`src/rtl/prbs_sat_cnt.sv`:
```
// Saturating up-counter with clear taking priority over increment.
// Used as the PRBS checker error counter.
module prbs_sat_cnt #(
   parameter int ERR_W = 16
) (
   input  logic             clk,
   input  logic             rst,
   input  logic             i_inc,
   input  logic             i_clr,
   output logic [ERR_W-1:0] o_cnt
);

   logic [ERR_W-1:0] r_cnt;

   always_ff @(posedge clk) begin
      if (rst) begin
         r_cnt <= '0;
      end else if (i_clr) begin
         r_cnt <= '0;
      end else if (i_inc && (r_cnt != {ERR_W{1'b1}})) begin
         r_cnt <= r_cnt + 1'b1;
      end
   end

   assign o_cnt = r_cnt;

endmodule

```
`config.mk`:
```
export PLATFORM = sky130hd
export DESIGN_NAME = prbs_sat_cnt
export DESIGN_NICKNAME = d
export VERILOG_FILES = /design/src/rtl/prbs_sat_cnt.sv
export SDC_FILE = /design/constraint.sdc
export NUM_CORES = 1
export LEC_CHECK = 0
export ABC_AREA = 1
export CAP_MARGIN = 20
export CORE_MARGIN = 1
export CORE_UTILIZATION = 45
export DETAILED_ROUTE_END_ITERATION = 16
export PLACE_DENSITY = 0.77
export SYNTH_ARGS = -nofsm -noshare
export SYNTH_HDL_FRONTEND = slang
export SYNTH_SLANG_ARGS = --single-unit
```
`constraint.sdc`:
```
create_clock -name clk -period 4.1 [get_ports clk]
set_input_delay 0.82 -clock clk [delete_from_list [all_inputs] [get_ports clk]]
set_output_delay 0.82 -clock clk [all_outputs]
set_load 0.02 [all_outputs]
```
# Word-level counts from Yosys, hierarchy flattened
# Index checks and enable logic that the tools add are counted.
[op_classes] n_addsub=1 eq_ne=1 n_reduce_logical=2
[op_table] op="adder 16 x 1 -> 16 bit, second input constant" n=1
[op_table] op="inequality test 16 bit, second input constant" n=1
[op_table] op="OR reduction 2 bit" n=1
[op_table] op="logical AND 1 bit" n=1
[totals] reg_bits=16 inputBits=4 out_inout_bits=16 word_cells=5

# Depth between registers and ports, before layout
[depth] ltp_word=2 mapped_depth=9 depth_no_buf=9

# Worst setup path before layout
# Ideal clock, no wire load.
[synth_path] path_type="flip-flop to flip-flop" from="register r_cnt[0] (netlist: o_cnt[0])" to="register r_cnt[15] (netlist: o_cnt[15])" setup_time_ns=0.115 arrival_ns=1.406 required_time_ns=3.985 path_slack_ns=2.579 path_stages_with_launch=8 n_path_buf=1 period_less_slack_ns=1.521 cell_sequence="dfxtp_1 -> ha_1 -> nand2_1 -> nor2_4 -> nand4_4 -> buf_6 -> a21oi_1 -> nor2_1"
[synth_via] elab_chain_len=2 word_cells_on_any_way=3 classes_between="add/sub (1); eq/ne (1); reduce/logical (1)"
[synth_rtl] item="start, declared" line_no="13" rtl="logic [ERR_W-1:0] r_cnt;"
[synth_rtl] item="start signal, assigned" line_no="21" rtl="r_cnt <= r_cnt + 1'b1;"
[synth_rtl] item="branches (longest 2 deep; another with adder 16 x 1 -> 16 bit)"
# Parallel ways; which one is timed is not known.
# A chain may end at the register's enable or synchronous reset.

# Final worst setup path
[layout_path] from="register r_cnt[12] (netlist: o_cnt[12])" to="output o_cnt[12]"
[layout_lines] item="end, declared" line_no="10" rtl="output logic [ERR_W-1:0] o_cnt"
# No word-level cell between the ends.

==> metrics.csv <==
metric,value,unit
grt.met2_usage,0.368,
dr_total_vias,988,
ioPinCount,20,
finalPower,0.282,mW
r2r_cells,8,
hold_depth,2,
hold_viol,0,
rows,16,
yosys.area.top_type,dfxtp_1,
fin_crit,2.19,ns
avgSynthCellArea,6.44,sq um
synth_area_leaders,"dfxtp_1 32%, nand2_1 16%, nor2_1 14%, nand3_1 6.5%, inv_1 5.6%",
critPathMaxFanout,6,
tns,0,ns
status,"complete, no violations",
path_buf_inv,1,
grt_overflow,0,
synth_enable_flop_cells,0,
cp_data_arrival_time,1.37,ns
ir_drop,0.153,mV
coreArea,2020,sq um
cp.depth,1,
critical_path_class,reg -> out,
p_leak,0.501,nW
area_growth,23.7,%
tightest_slew,0.992,ns
grt_usage,0.199,
synthesis.nets,161,
crit_required,3.28,ns
crit_family,buffers and inverters,
portBuffers,19,
synth_top_area_frac,0.319,
grt_util_met1,0.217,
min_path_type,reg -> reg,
post-synth-top-count-cell,nand2_1,
path_cells,clkdlybuf4s50_1,
start_util,0.497,
busiest_layer,met2,
ctsRootBufferMaster,clkbuf_4,
drc,0,
clk_latency,0.29,ns
async_flop_share,0,
vias_per_cell,4.84,
cp-start-kind,flip-flop,
antenna_found_initial,0,
nets,183,
ys_types,20,
hold_buffers,0,
antenna_cells,0,
finalClockSkew,0.00106,ns
synth.cell_area,1000,sq um
ys_warn_count,0,
die_w,49.3,microns
tritoncts,yes,
clkSlewWorstSetupHoldPaths,0.10,ns
slowest_delay,0.64,ns
gp_congestion,0.843,
synth_common_cells,"43 x nand2_1, 38 x nor2_1, 16 x dfxtp_1",
dieArea,2430,sq um
postCtsSetupRepairBufs,0,
crit_start,o_cnt[12],
die_h,49.3,microns
synth_ff_type,dfxtp_1,
dp_hpwl,1700,microns
ys_ff_latch,16,
first_global_vias,864,
critPathSlowestCell,clkdlybuf4s50_1,
grt_use_met3,0.0374,
grt_max_degree,17,
fin_crit_sh,0.535,
maxCapViolCount,0,
clock-sinks,16,
endpoint_kind,primary output,
setup_viol,0,
wire_per_inst,10.8,microns
finalWirelength,2200,microns
min-delay-start,o_cnt[15],
synthesis.instances,156,
grt_pass1_wl,3660,microns
largest_reg_flops,16,
worstReg2RegStart,o_cnt[0],
drive_gt1_frac,0.119,
slew_viol_final,0,
clock.fmax,456,MHz
drt-initial-drc-count,21,
clockBufferDepth,2,
rsz0062_at_grt,false,
drt-pass1-iter-count,4,
cts-buffers-inserted,3,
ctsHtreeMaxLevel,1,
max-slew-margin-rel,0.337,
drt.antenna.violating_nets,0,
ys_seq_area_frac,0.319,
cts-resized-gates,0,
p_per_area,227,nW/um^2
power breakdown:
part	internal [mW]	switching, mW
registers	0.156	0.00100
logic	0.00726	0.00894
clock network	0.0542	0.0540
total	0.218	0.0639
routing by layer:
layer / vias up / share of wire
li1: 527 / -
met1: 437 / 0.44
met2: 19 / 0.50
met3: 5 / 0.042
met4: 0 / 0.017
met5: - / 0
tightest hold or removal path: stages, from the launching register on:
cell     delay, ns
dfxtp_1       0.34
a21oi_1       0.12
nor2_1        0.05
cells in the final DEF, fill, tap and decap left out:
master           count
a21oi_1              7
and2_2               1
and3_2               1
clkbuf_4             3
clkbuf_8             1
clkdlybuf4s50_1     19
dfxtp_1             16
ha_1                 1
inv_1               15
inv_2                1
nand2_1             43
nand2_2              1
nand2_4              2
nand3_1             13
nand3b_1             1
nand4_1              1
nand4_4              1
nor2_1              38
nor2_2               5
nor2_4               4
nor2_8               1
o21ai_0              2
kinds of logic (layout without fill, tap and decap cells):
kind of cell | count (synthesis) | count (layout) | synth area share
AOI/OAI and AO/OA | 9 | 9 | 0.0448
adders and majority gates | 1 | 1 | 0.0125
buffers and inverters | 18 | 39 | 0.0822
DFF | 16 | 16 | 0.319
and+or+nand+nor | 112 | 112 | 0.542
metrics by stage:
stage                     instance area [sq um]  cells  setup WS [ns]  utilization  hold WS (ns)
after global routing                       1240    204           1.85        0.614         0.568
after global placement                     1210    200           1.73        0.597         0.505
final                                      1240    204           1.91        0.614         0.545
after CTS                                  1240    204           1.91        0.614         0.552
after detailed placement                   1210    200           1.70        0.597         0.535
after floorplan                            1000    156           2.58            -         0.583
path summary, 6_finish.rpt:
| check | to | slack, ns |
|---|---|---|
| worst max-delay path | o_cnt[12] | 1.91 |
| worst max register to register | o_cnt[14] | 2.55 |
| worst min-delay path | o_cnt[15] | 0.54 |
| worst min register to register | o_cnt[15] | 0.54 |
cell type report:
type                       instances  area, sq um
fill                             198          779
sequential                        16          320
timing repair buffer              19          190
tap                               27         33.8
clock buffer                       4         36.3
multi-input combinational        122          602
inverter                          16         60.1
Note: power is estimated with default switching activity, not from simulation.
